[src/rtl/serial_receiver.sv]
// Serial line receiver: 8N1 frames, oversampled mid-bit, byte presented with sticky
// character_received / overrun flags and a per-frame frame_error.
module serial_receiver #(
  parameter int SAMPLE_DIV      = 128,
  parameter int SAMPLES_PER_BIT = 16
) (
  input  logic       clk,
  input  logic       rst,
  input  logic       data_in,
  input  logic       receive_enable,
  input  logic       read_ack,
  output logic [7:0] data_out,
  output logic       character_received,
  output logic       frame_error,
  output logic       overrun
);

  localparam int TW = $clog2(SAMPLE_DIV);
  localparam int SW = $clog2(SAMPLES_PER_BIT);

  typedef enum logic [1:0] {IDLE, START, DATA, STOP} state_t;

  state_t        state, state_nxt;
  logic          sync1, rx_s, armed;
  logic [TW-1:0] tick_cnt;
  logic [SW-1:0] samp_cnt;
  logic [2:0]    bit_cnt;
  logic [7:0]    shreg;
  logic          tick, mid_start, mid_bit, start_go, capture;

  assign tick      = (tick_cnt == TW'(SAMPLE_DIV - 1));
  assign mid_start = tick && (samp_cnt == SW'(SAMPLES_PER_BIT/2 - 1));
  assign mid_bit   = tick && (samp_cnt == SW'(SAMPLES_PER_BIT - 1));

  always_comb begin
    state_nxt = state;
    start_go  = 1'b0;
    capture   = 1'b0;
    case (state)
      IDLE: begin
        // armed means rx_s was high last cycle: only a falling edge starts a frame
        if (receive_enable && armed && !rx_s) begin
          state_nxt = START;
          start_go  = 1'b1;
        end
      end
      START: if (mid_start) state_nxt = rx_s ? IDLE : DATA;
      DATA:  if (mid_bit && bit_cnt == 3'd7) state_nxt = STOP;
      STOP: begin
        if (mid_bit) begin
          state_nxt = IDLE;
          capture   = 1'b1;
        end
      end
      default: state_nxt = IDLE;
    endcase
  end

  always_ff @(posedge clk) begin
    if (rst) begin
      state              <= IDLE;
      sync1              <= 1'b1;
      rx_s               <= 1'b1;
      armed              <= 1'b0;
      tick_cnt           <= '0;
      samp_cnt           <= '0;
      bit_cnt            <= '0;
      shreg              <= '0;
      data_out           <= '0;
      character_received <= 1'b0;
      frame_error        <= 1'b0;
      overrun            <= 1'b0;
    end else begin
      sync1 <= data_in;
      rx_s  <= sync1;
      state <= state_nxt;
      armed <= (state == IDLE) && rx_s;

      if (start_go || tick) tick_cnt <= '0;
      else                  tick_cnt <= tick_cnt + TW'(1);

      if (start_go) begin
        samp_cnt <= '0;
        bit_cnt  <= '0;
        shreg    <= '0;
      end else if (tick && state != IDLE) begin
        if ((state == START && mid_start) || mid_bit) samp_cnt <= '0;
        else                                          samp_cnt <= samp_cnt + SW'(1);
        if (state == DATA && mid_bit) begin
          shreg[bit_cnt] <= rx_s;
          bit_cnt        <= bit_cnt + 3'd1;
        end
      end

      // a capture in the same cycle as read_ack takes priority
      if (capture) begin
        data_out           <= shreg;
        frame_error        <= ~rx_s;
        overrun            <= overrun | character_received;
        character_received <= 1'b1;
      end else if (read_ack) begin
        character_received <= 1'b0;
        overrun            <= 1'b0;
      end
    end
  end

endmodule

[config.mk]
export PLATFORM = sky130hd
export DESIGN_NAME = serial_receiver
export DESIGN_NICKNAME = d
export VERILOG_FILES = /design/src/rtl/serial_receiver.sv
export SDC_FILE = /design/constraint.sdc
export NUM_CORES = 1
export LEC_CHECK = 0
export CAP_MARGIN = 10
export CORE_UTILIZATION = 50
export CTS_CLUSTER_SIZE = 14
export DETAILED_ROUTE_END_ITERATION = 12
export PLACE_DENSITY_LB_ADDON = 0.3
export RECOVER_POWER = 100
export SKIP_LAST_GASP = 1
export SYNTH_ARGS = -nofsm -noshare
export SYNTH_HDL_FRONTEND = slang
export SYNTH_SLANG_ARGS = --single-unit
[constraint.sdc]
create_clock -name clk -period 4 [get_ports clk]
set_input_delay 0.8 -clock clk [delete_from_list [all_inputs] [get_ports clk]]
set_output_delay 0.8 -clock clk [all_outputs]
set_load 0.005 [all_outputs]
---- Word-level counts from Yosys, hierarchy flattened ----
Index checks and enable logic that the tools add are counted.
operators by class
  reductions and logical operators ........ 20
  multiplexer cells ....................... 17
  shift-type cells ........................ 0
  multiply operators ...................... 0
  div/mod/pow operators ................... 0
  bitwise operators ....................... 2
  order comparisons ....................... 2
  $add $sub $neg .......................... 3
  eq/ne operators ......................... 11
operators with widths
  cell                   number
  $logic_and A1 B1 Y1    10
  $mux W2                5
  $bwmux W8              1
  $mux W1                8
  $ne A2 B2 Y1 const B   4
  $pmux W2 S4            1
  $add A7 B1 Y7 const B  1
  $eq A7 B7 Y1 const B   1
  $add A4 B1 Y4 const B  1
  $eq A2 B2 Y1 const B   2
  $eq A4 B3 Y1 const B   1
  $eq A4 B4 Y1 const B   1
  $lt A3 B4 Y1 const B   1
  $mux W4                1
  $reduce_and A4 Y1      1
  $reduce_bool A2 Y1     2
  $reduce_or A2 Y1       2
  $add A3 B1 Y3 const B  1
  $demux W1 S3           1
  $eq A3 B3 Y1 const B   1
  $ge A3 B1 Y1 const B   1
  $eq A2 B1 Y1 const B   1
  $logic_not A2 Y1       1
  $logic_or A1 B1 Y1     2
  4 further kinds        4
storage, ports and cells
  latch bits .............................. 0
  memories ................................ 0
  bits in writable memories ............... 0
  output and inout bits ................... 11
  bits in registers ....................... 38
  bits in read-only memories .............. 0

---- Depth between registers and ports, before layout ----
Gate-level depths: netlist (run 1).
  depth after elaboration ................. 6
  gate-level depth with buffers ........... 6
  gate-level depth less buffers ........... 5

---- Worst setup path before layout (run 1) ----
No wires, ideal clock.
  path type ............................... input -> register
  start point ............................. in receive_enable
  end point ............................... reg armed
  arrival ................................. 1,634 ps
  cell stages on the path ................. 4
  setup slack ............................. 2,287 ps
  required time ........................... 3,921 ps
  cell sequence ........................... and3b_1 -> a21oi_2 -> nand2_1 -> nor3_1
RTL lines
  what                  line  source
  from (decl)           10    input logic receive_enable,
  to (signal assigned)  77    armed <= (state == IDLE) && rx_s;
  to (decl)             24    logic sync1, rx_s, armed;

---- Worst setup path in the final report (run 1) ----
  start point ............................. reg tick_cnt[0]
  end point ............................... reg data_out[6]
between the ends
  word-level cells in the longest chain between the ends .. 4
RTL lines
  what                    line  source
  from (decl)             25    logic [TW-1:0] tick_cnt;
  from (signal assigned)  80    else tick_cnt <= tick_cnt + TW'(1);
  $eq A7 B7 Y1            31    assign tick = (tick_cnt == TW'(SAMPLE_DIV - 1));
  $logic_and A1 B1 Y1     33    assign mid_bit = tick && (samp_cnt == SW'(SAMPLES_PER_BIT - 1));
  $mux W1                 50    if (mid_bit) begin
  $mux W1                 39    case (state)
  to (signal assigned)    97    data_out <= shreg;
  to (decl)               12    output logic [7:0] data_out,
No other way between the ends.
A chain may end at the register's enable or synchronous reset.

==> reports/results.ini, run 1 <==
[sta]
rsz0062_at_grt = no
clock.fmax_ghz = 0.3548
setup_violations = 0
min_period_over_period_pct = 70.47
fin_skew_ns = 0.007422
finalSetupTns_ns = 0
worstMarginPinSlew_ns = 1.898
fin_ws_ns = 1.181
post-route-min-period_ns = 2.819
finalHoldViolCount = 0
slew_violations = 13
slew_headroom_pct = -27.53

[setup_path]
required_ns = 4.21
endpoint_kind = flop
criticalPathCategory = flop to flop
arrival_ns = 3.03
crit_path_start_kind = flop
crit_fanout = 12
worst_r2r_startpoint = tick_cnt[0]
cp-startpoint = tick_cnt[0]

[clock_network]
cts_buffer_depth = 2
cts_resized = 0
insertion_delay_ns = 0.34
clock_sinks = 38
clkTransAtPathRegs_ns = 0.11
ctsHtreeMaxLevel = 2
hold_buffers = 0
cts_tree = built
cts_root_buffer = clkbuf_4
cts_buffers = 5
post-cts-setup-buffer-count = 0

[synth]
synth_cell_types = 32
ys_seq_area_share_pct = 46.99
synthCells = 168
synth_area_per_cell_um2 = 9.637
synth_seq_cells = 38
ys_warn_count = 0
synth_top_area_share_pct = 46.99
synth_area_um2 = 1619
yosysTopAreaCell = dfxtp_1
synth_nets = 177
synthTopCellsByArea = dfxtp_1 (47%), mux2i_1 (12%), nor2_1 (6.3%)

[routing]
routedWlPerCell_um = 12.44
drc = 0
via_count = 1178
final_antenna_net_count = 0
vias_per_cell = 5.144
dr.pass1.iters = 4
drt_wl_total_um = 2849
drt_iter0_drc = 44

[global_route]
antenna_found_initial = 0
grt_max_degree = 18
overflow = 0
grt_pass1_wl_um = 4836
grt_pass1_vias = 1052
grtUsageTotal_pct = 18.76

[place]
dp.cells = 221
gp_congestion = 0.7810
post-dp-hpwl_um = 2036
preCtsSetupSlack_ns = 1.358
dpl_cell_area_um2 = 1792
io_buffer_count = 15

[hold_path]
hold_class = flop to flop
hp-start = sync1

[floorplan]
start_util_pct = 53.03
die_w_um = 58.91
pin_count = 16
core-area_um2 = 3053
die_h_um = 58.91
die-area_um2 = 3470
rows = 20

[cells_and_area]
final_nets = 193
final_cells = 229
post-route-util_pct = 60.49
antenna_cells = 0
layout-drive-gt1-share_pct = 7.568
syn_to_final_growth_pct = 14.06
design_area_um2 = 1847

[outcome]
status = finished with violations
violations = capacitance limit, slew limit

[power_and_ir_drop]
irDropWorstVdd_v = 0.0002316
p_leak_uw = 0.0007599
p_per_area_nw_per_um2 = 358.7

[job]
maxCapViolCount = 1

power by group:
group,leakage (µW),switching (µW),internal (µW)
registers,0.000307,3.42,383
clock network,0.0000450,125,129
logic,0.000407,12.6,8.71
sequential cells by signal, summed over array words and instances, names as in the netlist, named ones only:
signal	flops
tick_cnt	7
frame_error	1
shreg	8
state	1
character_received	1
sync1	1
samp_cnt	4
overrun	1
bit_cnt	3
armed	1
rx_s	1
data_out	8
synth_stat cells:
cell / n
o21ai_1: 1
mux2i_1: 20
nor2_4: 1
nor2_1: 27
nand4_4: 2
a31oi_1: 1
a21o_1: 2
inv_1: 7
xor2_1: 2
nand4_1: 1
clkbuf_1: 3
nand3_1: 8
and3b_1: 1
a311oi_1: 2
a221oi_1: 1
xnor2_1: 8
nor3_2: 2
ha_1: 4
o211ai_1: 1
buf_6: 1
o31ai_1: 1
a21oi_2: 1
nand2_1: 15
dfxtp_1: 38
a21oi_1: 3
or2_2: 2
and3_1: 2
o21ai_0: 1
buf_2: 2
nand3b_1: 1
nor3_1: 6
nor3_4: 1
area by class of cell:
type                       instances  area (µm²)
clock buffer                       5       37.54
clock inverter                     3       40.04
fill                             276        1206
inverter                           7       26.28
multi-input combinational        117       777.0
sequential                        38       760.7
tap                               44       55.05
timing repair buffer              15       150.1
cell usage in the layout (no fill, tap or decap), drive strengths merged, types with 2 or more instances in the layout:
cell type,count
nor2,28
mux2i,20
ha,4
a311oi,2
nand4,3
nand3,8
or2,2
clkbuf,5
a21oi,4
dfxtp,38
a21o,2
inv,7
dlygate4sd3,12
clkdlybuf4s50,3
o21ai,2
and3,2
xor2,2
nor3,9
clkinv,2
nand2,15
xnor2,8
metal layers:
metal	up-vias	global-route usage (%)	part of all wire, %
li1	600	-	-
met1	551	25.90	50
met2	25	26.79	44
met3	2	6.593	4.8
met4	0	7.143	0.67
met5	-	0	0
worst max-delay path: stages, from the launching register on:
cell and delay (ns):
dfxtp_1 0.37, ha_1 0.26, nand4_4 0.18, nor3_1 1.51, mux2i_1 0.31, nor2_1 0.06
stage by stage:
stage	hold slack [ns]	power, µW
5_1_grt	0.4713	689.1
4_1_cts	0.4345	666.6
3_3_place_gp	0.4016	415.1
2_1_floorplan	0.3895	408.8
3_5_place_dp	0.3977	416.7
6_report	0.4342	662.4
logic make-up after synthesis:
family          share of synthesized area (%)
compound gates                          5.950
xor+xnor                                5.410
fa+ha+maj                               3.091
buf+inv                                 3.632
flops                                   46.99
mux                                     12.36
simple gates                            22.57
worst paths after layout:
| path | endpoint | depth (start not counted) | slack [ns] |
|---|---|---|---|
| max reg2reg | data_out[6] | 5 | 1.18 |
| min reg2reg | rx_s | 1 | 0.43 |
| max | data_out[6] | 5 | 1.18 |
| min | rx_s | 1 | 0.43 |
Note: power is estimated with default switching activity, not from simulation.
==> run 2: changes to the inputs <==
==> constraint.sdc (replaced) <==
create_clock -name clk -period 2.75 [get_ports clk]
set_input_delay 0.55 -clock clk [delete_from_list [all_inputs] [get_ports clk]]
set_output_delay 0.55 -clock clk [all_outputs]
set_load 0.005 [all_outputs]
==> run 2 against run 1 <==
Count of clock-buffer cells in the layout up 2; global-route usage rose by 1.5 points; non-clock buffer count is 1 higher; design area down 0.95%; fmax grew 28%; the flow now finishes without violations; die area unchanged; worst setup slack got worse by 0.63 ns; highest routed layer unchanged; critical path depth unchanged; total power rose by 35%; via count rose by 2.7%; core utilization is 0.57 points lower; sequential share of layout area grew 0.39 points.
==> reports/results.ini, run 2 (synthesis results as in run 1) <==
[outcome]
status = finished, final reports clean

[setup_path]
required_ns = 3.00
worstRegToRegCells = 5
critical_path_buf_inv_count = 0
r2r_end = state[0]
path_cells = ha_1 > nand4_1 > nor2_1 > a221oi_1 > a311oi_1
criticalPathCategory = flop to flop
endpoint_kind = flop
crit_family = simple AND/OR/NAND/NOR gates
crit_fanout = 9
crit_path_start_kind = flop
ff2ff_setup_slack_ns = 0.55
worst_path_max_delay_cell = nor2_1
worst_r2r_startpoint = tick_cnt[0]
cpPeakStageDelay_ns = 0.60
arrival_ns = 2.45

[global_route]
antenna_found_initial = 0
grt_pass1_vias = 1183
overflow = 0
use_met1_pct = 23.05
grt_pass1_wl_um = 5106
grt.busiest_layer = met2
grtUsageTotal_pct = 20.26
met2_usage_pct = 33.93
grt_max_degree = 17
globalRouteMet3Util_pct = 7.912

[cells_and_area]
layout-drive-gt1-share_pct = 6.989
design_area_um2 = 1829
top_regs = data_out (8), shreg (8), tick_cnt (7)
final_common_cell = dfxtp_1
syn_to_final_growth_pct = 12.98
final_nets = 194
antenna_cells = 0
layout_common_cells = dfxtp_1 (38), nor2_1 (28), mux2i_1 (20)
post-route-util_pct = 59.92

[power_and_ir_drop]
p_leak_uw = 0.0007527
p_per_area_nw_per_um2 = 487.5
irDropWorstVdd_v = 0.0002686

[routing]
drt_wl_total_um = 2993
dr.pass1.iters = 4
via_count = 1210
final_antenna_net_count = 0
drc = 0
vias_per_cell = 5.261
routedWlPerCell_um = 13.01
drt_iter0_drc = 51

[sta]
clock.fmax_ghz = 0.4541
finalSetupTns_ns = 0
worstMarginPinSlew_ns = 0.6998
min_period_over_period_pct = 80.08
setup_violations = 0
slew_headroom_pct = 53.35
rsz0062_at_grt = no
fin_skew_ns = 0.01306
finalHoldViolCount = 0
slew_violations = 0
post-route-min-period_ns = 2.202

[job]
maxCapViolCount = 0

[floorplan]
die_h_um = 58.91
die-area_um2 = 3470
die_w_um = 58.91
start_util_pct = 53.03
rows = 20
core-area_um2 = 3053
pin_count = 16

[hold_path]
hold_class = flop to flop
hp-start = sync1
hold_depth = 1
worstHoldEndpoint = rx_s

[place]
post-dp-hpwl_um = 2142
io_buffer_count = 15
gp_congestion = 0.7168
dpl_cell_area_um2 = 1799

[clock_network]
clock_sinks = 38
ctsHtreeMaxLevel = 2
cts_resized = 0
cts_buffers = 5
clkTransAtPathRegs_ns = 0.11
cts_tree = built
cts_root_buffer = clkbuf_4
post-cts-setup-buffer-count = 0
insertion_delay_ns = 0.35
cts_buffer_depth = 2
hold_buffers = 0

run 2: worst max-delay path by stage:
stage | from | endpoint | slack (ns) | depth (start not counted)
6_report | tick_cnt[0] | state[0] | 0.55 | 5
4_1_cts | tick_cnt[0] | data_out[1] | 0.81 | 5
2_1_floorplan | tick_cnt[0] | data_out[0] | 1.22 | 6
5_1_grt | tick_cnt[0] | state[0] | 0.34 | 5
3_5_place_dp | receive_enable | shreg[6] | 0.65 | 5
3_3_place_gp | receive_enable | armed | 0.72 | 5
run 2: report_power, final:
group          switching, µW  total (µW)  internal [µW]
logic                   18.3        31.0           12.7
registers               4.84         562            557
clock network            175         299            124
total                    198         892            693
run 2: metrics by stage:
stage,hold slack (ns),total power [µW],setup WS (ns),instances
finish,0.4479,891.7,0.5478,230
detailed placement,0.4247,607.9,0.6529,222
global route,0.4767,930.6,0.3383,230
global placement,0.4049,605.2,0.7158,222
CTS,0.4573,900.9,0.8123,230
floorplan,0.3895,594.6,1.218,168
run 2: final cells by class:
type / instances / area, µm²
fillers: 283 / 1224
multi-input cells: 117 / 773.2
clock buffers: 7 / 55.05
inverters: 7 / 26.28
well taps: 44 / 55.05
repair buffers: 16 / 153.9
flip-flops and latches: 38 / 760.7
clock inverters: 1 / 5.005
run 2: routing by layer:
metal | part of all wire [%] | vias to the layer above
met5 | 0 | -
met4 | 1.4 | 0
met3 | 4.1 | 6
met2 | 48 | 19
met1 | 47 | 576
li1 | - | 609
==> run 3: changes to the inputs <==
==> constraint.sdc (replaced) <==
create_clock -name clk -period 2 [get_ports clk]
set_input_delay 0.4 -clock clk [delete_from_list [all_inputs] [get_ports clk]]
set_output_delay 0.4 -clock clk [all_outputs]
set_load 0.005 [all_outputs]
==> run 3 against run 2 <==
Register-to-register slack got worse by 0.35 ns; combinational power rose by 46%; critical path depth did not move; clock power rose by 120%; final cell count rose by 0.87%; fmax rose by 22%; largest power group unchanged; count of clock-buffer cells in the layout fell by 2; non-clock buffer count rose by 2; design area rose by 3.8%; largest cell class unchanged.
==> reports/results.ini, run 3 (synthesis results as in run 1) <==
[outcome]
status = finished, final reports clean

[setup_path]
crit_path_start_kind = flop
path_cells = ha_1 > nand4_4 > nor2_1 > a221oi_1 > a311oi_1
critical_path_buf_inv_count = 0
arrival_ns = 2.05
r2r_end = state[0]
crit_fanout = 9
crit_family = simple AND/OR/NAND/NOR gates
worst_r2r_startpoint = tick_cnt[0]
worstRegToRegCells = 5
criticalPathCategory = flop to flop
cpPeakStageDelay_ns = 0.48
required_ns = 2.25
ff2ff_setup_slack_ns = 0.20
worst_path_max_delay_cell = nor2_1
endpoint_kind = flop

[clock_network]
cts_root_buffer = clkbuf_4
post-cts-setup-buffer-count = 0
cts_buffers = 5
insertion_delay_ns = 0.34
cts_tree = built
ctsHtreeMaxLevel = 2
clock_sinks = 38
cts_resized = 0
clkTransAtPathRegs_ns = 0.11
hold_buffers = 0
cts_buffer_depth = 2

[cells_and_area]
final_common_cell = dfxtp_1
design_area_um2 = 1899
syn_to_final_growth_pct = 17.31
layout_common_cells = dfxtp_1 (38), nor2_1 (28), mux2i_1 (20)
final_nets = 196
final_cells = 232
top_regs = data_out (8), shreg (8), tick_cnt (7)
antenna_cells = 0
layout-drive-gt1-share_pct = 8.511

[global_route]
grt.busiest_layer = met2
grt_max_degree = 15
globalRouteMet3Util_pct = 5.495
use_met1_pct = 25.69
grtUsageTotal_pct = 19.39
overflow = 0
grt_pass1_wl_um = 5043
met2_usage_pct = 30.03
antenna_found_initial = 0
grt_pass1_vias = 1105

[floorplan]
die_w_um = 58.91
rows = 20
core-area_um2 = 3053
pin_count = 16
die_h_um = 58.91
start_util_pct = 53.03
die-area_um2 = 3470

[power_and_ir_drop]
total_power_uw = 1463
p_leak_uw = 0.0008022
power.share.sequential_pct = 52.8
p_sw_share_pct = 19.56
comb_power_share_pct = 3.1
p_clk_share_pct = 44.1
p_sw_uw = 286.1
p_per_area_nw_per_um2 = 770.2
power.internal_uw = 1177
irDropWorstVdd_v = 0.0005458

[sta]
min_period_over_period_pct = 90.01
rsz0062_at_grt = no
clock.fmax_ghz = 0.5555
fin_skew_ns = 0.01906
post-route-min-period_ns = 1.800
slew_headroom_pct = 58.95
worstMarginPinSlew_ns = 0.6105
holdWs_ns = 0.4448
finalHoldViolCount = 0
slew_violations = 0
setup_violations = 0
finalSetupTns_ns = 0

[routing]
drt_wl_total_um = 2971
final_antenna_net_count = 0
via_count = 1199
vias_per_cell = 5.168
dr.pass1.iters = 4
drt_iter0_drc = 38
drc = 0
routedWlPerCell_um = 12.81

[hold_path]
hold_class = flop to flop
worstHoldEndpoint = rx_s
hold_depth = 1
hp-start = sync1

[place]
io_buffer_count = 15
post-dp-hpwl_um = 2162
dp.cells = 224
dpl_cell_area_um2 = 1814
gp_congestion = 0.7909

[job]
maxCapViolCount = 0

-- run 3: power groups by stage --
stage	sequential (µW)	combinational [µW]	clock, µW
floorplan	787	30.3	0
global placement	789	44.9	0
detailed placement	790	47.1	0
CTS	773	47.3	657
global route	775	50.6	696
finish	773	45.2	645
-- run 3: how the worst max path moves through the flow --
stage                             end  depth (start not counted)   startpoint
after CTS                 data_out[7]                          6  tick_cnt[0]
after global placement    data_out[0]                          6  tick_cnt[0]
after floorplan           data_out[0]                          6  tick_cnt[0]
after global routing         state[0]                          5  tick_cnt[0]
after detailed placement  data_out[0]                          6  tick_cnt[0]
final                        state[0]                          5  tick_cnt[0]
-- run 3: final cells by class --
class / instances / area [µm²]
sequential: 38 / 760.7
clock buffer: 5 / 37.54
clock inverter: 3 / 68.82
fill: 271 / 1154
inverter: 7 / 26.28
timing repair buffer: 18 / 172.7
multi-input combinational: 117 / 778.2
tap: 44 / 55.05
-- run 3: layer usage --
layer / vias to the layer above / share of wire, % / routed length (µm)
met5: - / 0 / 0
met4: 0 / 1.1 / 34
met3: 4 / 3.9 / 117
met2: 22 / 46 / 1363
met1: 563 / 49 / 1456
li1: 610 / - / -
-- run 3: metrics by stage --
step | setup slack (ns) | utilization [%]
floorplan | 0.4676 | -
global placement | 0.2585 | 59.43
detailed placement | 0.1793 | 59.43
CTS | 0.1484 | 62.91
global route | 0.02562 | 62.21
finish | 0.1997 | 62.21
